==> config.mk <==
export PLATFORM = sky130hd
export DESIGN_NAME = fadd_issue
export DESIGN_NICKNAME = d
export VERILOG_FILES = /design/src/rtl/fadd_issue.sv
export SDC_FILE = /design/constraint.sdc
export NUM_CORES = 1
export LEC_CHECK = 0
export ABC_AREA = 1
export CORE_MARGIN = 2
export CORE_UTILIZATION = 40
export DETAILED_ROUTE_END_ITERATION = 8
export GPL_TIMING_DRIVEN = 0
export PLACE_DENSITY = 0.95
export SETUP_SLACK_MARGIN = 0.02
export SLEW_MARGIN = 20
export SYNTH_ARGS = -nofsm -noshare
export SYNTH_HDL_FRONTEND = slang
export SYNTH_SLANG_ARGS = --single-unit
==> constraint.sdc <==
create_clock -name clk -period 7.5 [get_ports clk]
set_input_delay 1.5 -clock clk [delete_from_list [all_inputs] [get_ports clk]]
set_output_delay 1.5 -clock clk [all_outputs]
set_load 0.01 [all_outputs]
==> src/rtl/fadd_issue.sv <==
// Issue/retire wrapper for the pipelined single-precision fadd: credit-based issue, tag tracking, result FIFO.
// Optional build macro FADD_ISSUE_PERF_EN adds issued/stall performance counters.
module fadd_issue #(
  parameter int FADD_LAT  = 1,
  parameter int OUT_DEPTH = 2,
  parameter int TAG_W     = 5
) (
  input  logic             clk,
  input  logic             rst,
  input  logic             req_valid,
  output logic             req_ready,
  input  logic             req_sub,
  input  logic [31:0]      req_rs1,
  input  logic [31:0]      req_rs2,
  input  logic [TAG_W-1:0] req_tag,
  output logic [31:0]      fadd_x1,
  output logic [31:0]      fadd_x2,
  input  logic [31:0]      fadd_y,
  output logic             res_valid,
  input  logic             res_ready,
  output logic [31:0]      res_data,
  output logic [TAG_W-1:0] res_tag,
  output logic [31:0]      perf_issued,
  output logic [31:0]      perf_stall
);

  // Stage 0 mirrors fadd's operand sampling register; the last stage lines up with fadd_y.
  localparam int PIPE_N = FADD_LAT + 1;
  localparam int PTR_W  = (OUT_DEPTH > 1) ? $clog2(OUT_DEPTH) : 1;
  localparam int CNT_W  = $clog2(OUT_DEPTH + 1);
  localparam logic [CNT_W-1:0] DEPTH_C  = CNT_W'(OUT_DEPTH);
  localparam logic [PTR_W-1:0] LAST_PTR = PTR_W'(OUT_DEPTH - 1);

  function automatic logic [31:0] flip_sign(input logic [31:0] x, input logic neg);
    return {x[31] ^ neg, x[30:0]};
  endfunction

  function automatic logic [PTR_W-1:0] ptr_next(input logic [PTR_W-1:0] p);
    return (p == LAST_PTR) ? '0 : p + PTR_W'(1);
  endfunction

  logic [CNT_W-1:0] used_q;
  logic             fire;
  logic             pop;

  assign fadd_x1   = req_rs1;
  assign fadd_x2   = flip_sign(req_rs2, req_sub);
  assign req_ready = (used_q < DEPTH_C);
  assign fire      = req_valid && req_ready;
  assign pop       = res_valid && res_ready;

  // ---- issue: credit counter covers in-flight ops plus FIFO occupancy ----
  always_ff @(posedge clk) begin
    if (rst) begin
      used_q <= '0;
    end else begin
      case ({fire, pop})
        2'b10:   used_q <= used_q + CNT_W'(1);
        2'b01:   used_q <= used_q - CNT_W'(1);
        default: used_q <= used_q;
      endcase
    end
  end

  logic             vld_p [PIPE_N];
  logic [TAG_W-1:0] tag_p [PIPE_N];

  // ---- tag pipe: tracks fadd stages p0 .. p(FADD_LAT) ----
  always_ff @(posedge clk) begin
    if (rst) begin
      for (int i = 0; i < PIPE_N; i++) vld_p[i] <= 1'b0;
    end else begin
      vld_p[0] <= fire;
      for (int i = 1; i < PIPE_N; i++) vld_p[i] <= vld_p[i-1];
    end
  end

  always_ff @(posedge clk) begin
    tag_p[0] <= req_tag;
    for (int i = 1; i < PIPE_N; i++) tag_p[i] <= tag_p[i-1];
  end

  logic             cap_vld;
  logic [TAG_W-1:0] cap_tag;

  assign cap_vld = vld_p[PIPE_N-1];
  assign cap_tag = tag_p[PIPE_N-1];

  logic [31:0]      mem_data [OUT_DEPTH];
  logic [TAG_W-1:0] mem_tag  [OUT_DEPTH];
  logic [PTR_W-1:0] wr_ptr;
  logic [PTR_W-1:0] rd_ptr;
  logic [CNT_W-1:0] count_q;

  // ---- capture/retire: result FIFO, pointers wrap modulo OUT_DEPTH ----
  always_ff @(posedge clk) begin
    if (rst) begin
      wr_ptr  <= '0;
      rd_ptr  <= '0;
      count_q <= '0;
    end else begin
      if (cap_vld) wr_ptr <= ptr_next(wr_ptr);
      if (pop)     rd_ptr <= ptr_next(rd_ptr);
      case ({cap_vld, pop})
        2'b10:   count_q <= count_q + CNT_W'(1);
        2'b01:   count_q <= count_q - CNT_W'(1);
        default: count_q <= count_q;
      endcase
    end
  end

  always_ff @(posedge clk) begin
    if (cap_vld) begin
      mem_data[wr_ptr] <= fadd_y;
      mem_tag[wr_ptr]  <= cap_tag;
    end
  end

  // Head is masked when empty so stale storage never leaks after reset.
  assign res_valid = (count_q != '0);
  assign res_data  = res_valid ? mem_data[rd_ptr] : '0;
  assign res_tag   = res_valid ? mem_tag[rd_ptr]  : '0;

`ifdef FADD_ISSUE_PERF_EN
  logic [31:0] issued_q;
  logic [31:0] stall_q;

  always_ff @(posedge clk) begin
    if (rst) begin
      issued_q <= '0;
      stall_q  <= '0;
    end else begin
      if (fire)                    issued_q <= issued_q + 32'd1;
      if (req_valid && !req_ready) stall_q  <= stall_q + 32'd1;
    end
  end

  assign perf_issued = issued_q;
  assign perf_stall  = stall_q;
`else
  assign perf_issued = '0;
  assign perf_stall  = '0;
`endif

endmodule

==> impl_metrics.ini <==
[pwr]
p_leak_uw = 0.00276
peakVddDrop_v = 0.000208
totalPowerFinal_uw = 1220
cellPowerDensity_nw_per_um2 = 187

[critical_path]
reg2reg_setup_slack_ns = 5.99
start_kind = input port
cp.arrival_ns = 2.68
crit_fanout = 1
rr_worst_depth = 2
path_class = in -> out
r2r_start = wr_ptr
setup.worst_path.end_class = primary output
required_ns = 6.00
r2r-end = mem_data[1][21]

[synthesis]
synthFlopType = edfxtp_1
synthArstFlopShare_pct = 0
synth.top_cells.by_count = buf_4, nand2_1, edfxtp_1
synth_edf_count = 74
synth_cell_type_count = 19
yosysWarnings = 0
synthCells = 396
netlist.top_cell.by_area = edfxtp_1
synthTopCellsByArea = edfxtp_1, buf_4, dfxtp_1, nand2_1, a21oi_2
syn_avg_cell_area_um2 = 11.2
synth_most_common_cell = buf_4
netlist_area_um2 = 4430
synth_top_area_share_pct = 50.1
ys_seq_area_share_pct = 58.7
synth_seq_cells = 93

[worst_hold_path]
min-delay-start = tag_p[0][0]
min_delay_worst_endpoint = tag_p[0][5]
hp-class = reg -> reg
hold_path_depth = 0

[die]
die_y_um = 109
die_w_um = 109
io_pins = 273
die_area_um2 = 11900
coreArea_um2 = 10800
start_util_pct = 40.9
rows = 38

[global_routing]
antenna_found_initial = 0
grt_pass1_wl_um = 16200
grt_pass1_vias = 3132
grt_max_degree = 39
track_usage_pct = 18.6
overflow = 0

[finish]
final_area_um2 = 6530
num_antenna_cells = 0
drive_above_1_share_pct = 28.3
fill_cells = 864
final_nets = 724
syn2layout_area_growth_pct = 47.3

[sta]
period_share_pct = 55.7
rsz0062_at_grt = no
slew_violations = 0
worst_pin_slew_ns = 0.863
fin_tns_setup_ns = 0
final-hold-violation-count = 0
clock.fmax_ghz = 0.239
setup_viol = 0
fin_skew_ns = 0.00694
relSlewSlack_pct = 42.4
fin_crit_ns = 4.18

[drt]
wl_per_cell_um = 15.5
post-route-drc-count = 0
vias = 3215
drt_iter0_drc = 137
firstDrtPassIters = 4
drt_wl_total_um = 11800
vias_per_cell = 4.22
ant_nets = 0

[run_status]
status = finished clean

[clock_tree]
cts-resized-gates = 0
cts_tree = yes
cts_max_path_buffers = 2
insertion_delay_ns = 0.36
cts_hold_buf = 0
numCtsBuffers = 9
clock-sinks = 93
postCtsSetupRepairBufs = 0
cts_root_buffer = clkbuf_8
htreeDepth = 3
clkTransAtPathRegs_ns = 0.07

[placement]
dpl_cell_area_um2 = 6330
portBuffers = 145
finalWeightedCongestion = 0.756
hpwl_um = 9620

[run]
drv_cap = 0
flip-flops by register name, summed over array words and instances, names as in the netlist, named ones only:
name	cells
used_q	2
mem_data	64
wr_ptr	1
rd_ptr	1
mem_tag	10
vld_p	2
count_q	2
tag_p	10
critical path, cell delays in order:
cell and delay [ns]:
clkdlybuf4s50_1 0.47, xor2_1 0.15, clkdlybuf4s50_1 0.56
worst max-delay path by stage:
stage,startpoint,cells past startpoint,slack (ns),to
6_report,req_rs2[31],3,3.32,fadd_x2[31]
5_1_grt,req_sub,3,3.29,fadd_x2[31]
3_3_place_gp,req_rs2[31],3,3.33,fadd_x2[31]
2_1_floorplan,req_sub,1,4.28,fadd_x2[31]
3_5_place_dp,req_sub,3,3.31,fadd_x2[31]
4_1_cts,req_sub,3,3.31,fadd_x2[31]
per-layer routing:
metal	share of wire (%)	wire, µm	GRT usage, %
met5	0	0	0
met4	3.4	405	9.31
met3	9.6	1120	6.04
met2	52	6080	33.1
met1	35	4150	19.7
power breakdown:
part	internal [µW]	switching, µW
Combinational	170	145
Clock	161	159
Sequential	575	7.94
Total	906	312
through the flow:
| stage | instances | util [%] | hold slack, ns | worst slack, ns |
|---|---|---|---|---|
| 4_1_cts | 761 | 60.2 | 0.331 | 3.31 |
| 3_5_place_dp | 745 | 58.4 | 0.313 | 3.31 |
| 3_3_place_gp | 744 | 58.1 | 0.311 | 3.33 |
| 2_1_floorplan | 459 | - | 0.310 | 4.28 |
| 5_1_grt | 761 | 60.2 | 0.343 | 3.29 |
| 6_report | 761 | 60.2 | 0.331 | 3.32 |
area by class of cell:
type,count,area (µm²),share of cell area (%)
Inverter,14,52.6,0.805
Sequential cell,93,2600,39.9
Tap cell,140,175,2.68
Timing Repair Buffer,146,1480,22.7
Clock buffer,14,185,2.84
Multi-Input combinational cell,214,972,14.9
Buffer,138,1050,16.1
Clock inverter,2,12.5,0.192
kinds of logic after synthesis:
kind of cell	synth area share [%]
buffers and inverters	24.8
and+or+nand+nor	9.34
DFF	58.7
AOI/OAI and AO/OA	6.24
adders and majority gates	0.565
xor gates and xnor gates	0.198
other	0.0846
cell usage in the layout (no fill, tap or decap), drive strengths merged:
cell type,Yosys,routed
clkdlybuf4s50,0,145
inv,14,14
nand4,2,2
nand2,86,86
xor2,1,1
conb,1,64
ha,2,2
clkbuf,0,14
dfxtp,19,19
clkinv,0,1
nor2,17,17
clkinvlp,0,1
o21ai,2,2
edfxtp,74,74
buf,138,139
nor3,1,1
a21oi,39,39
Power figures use the tool's default switching activity.
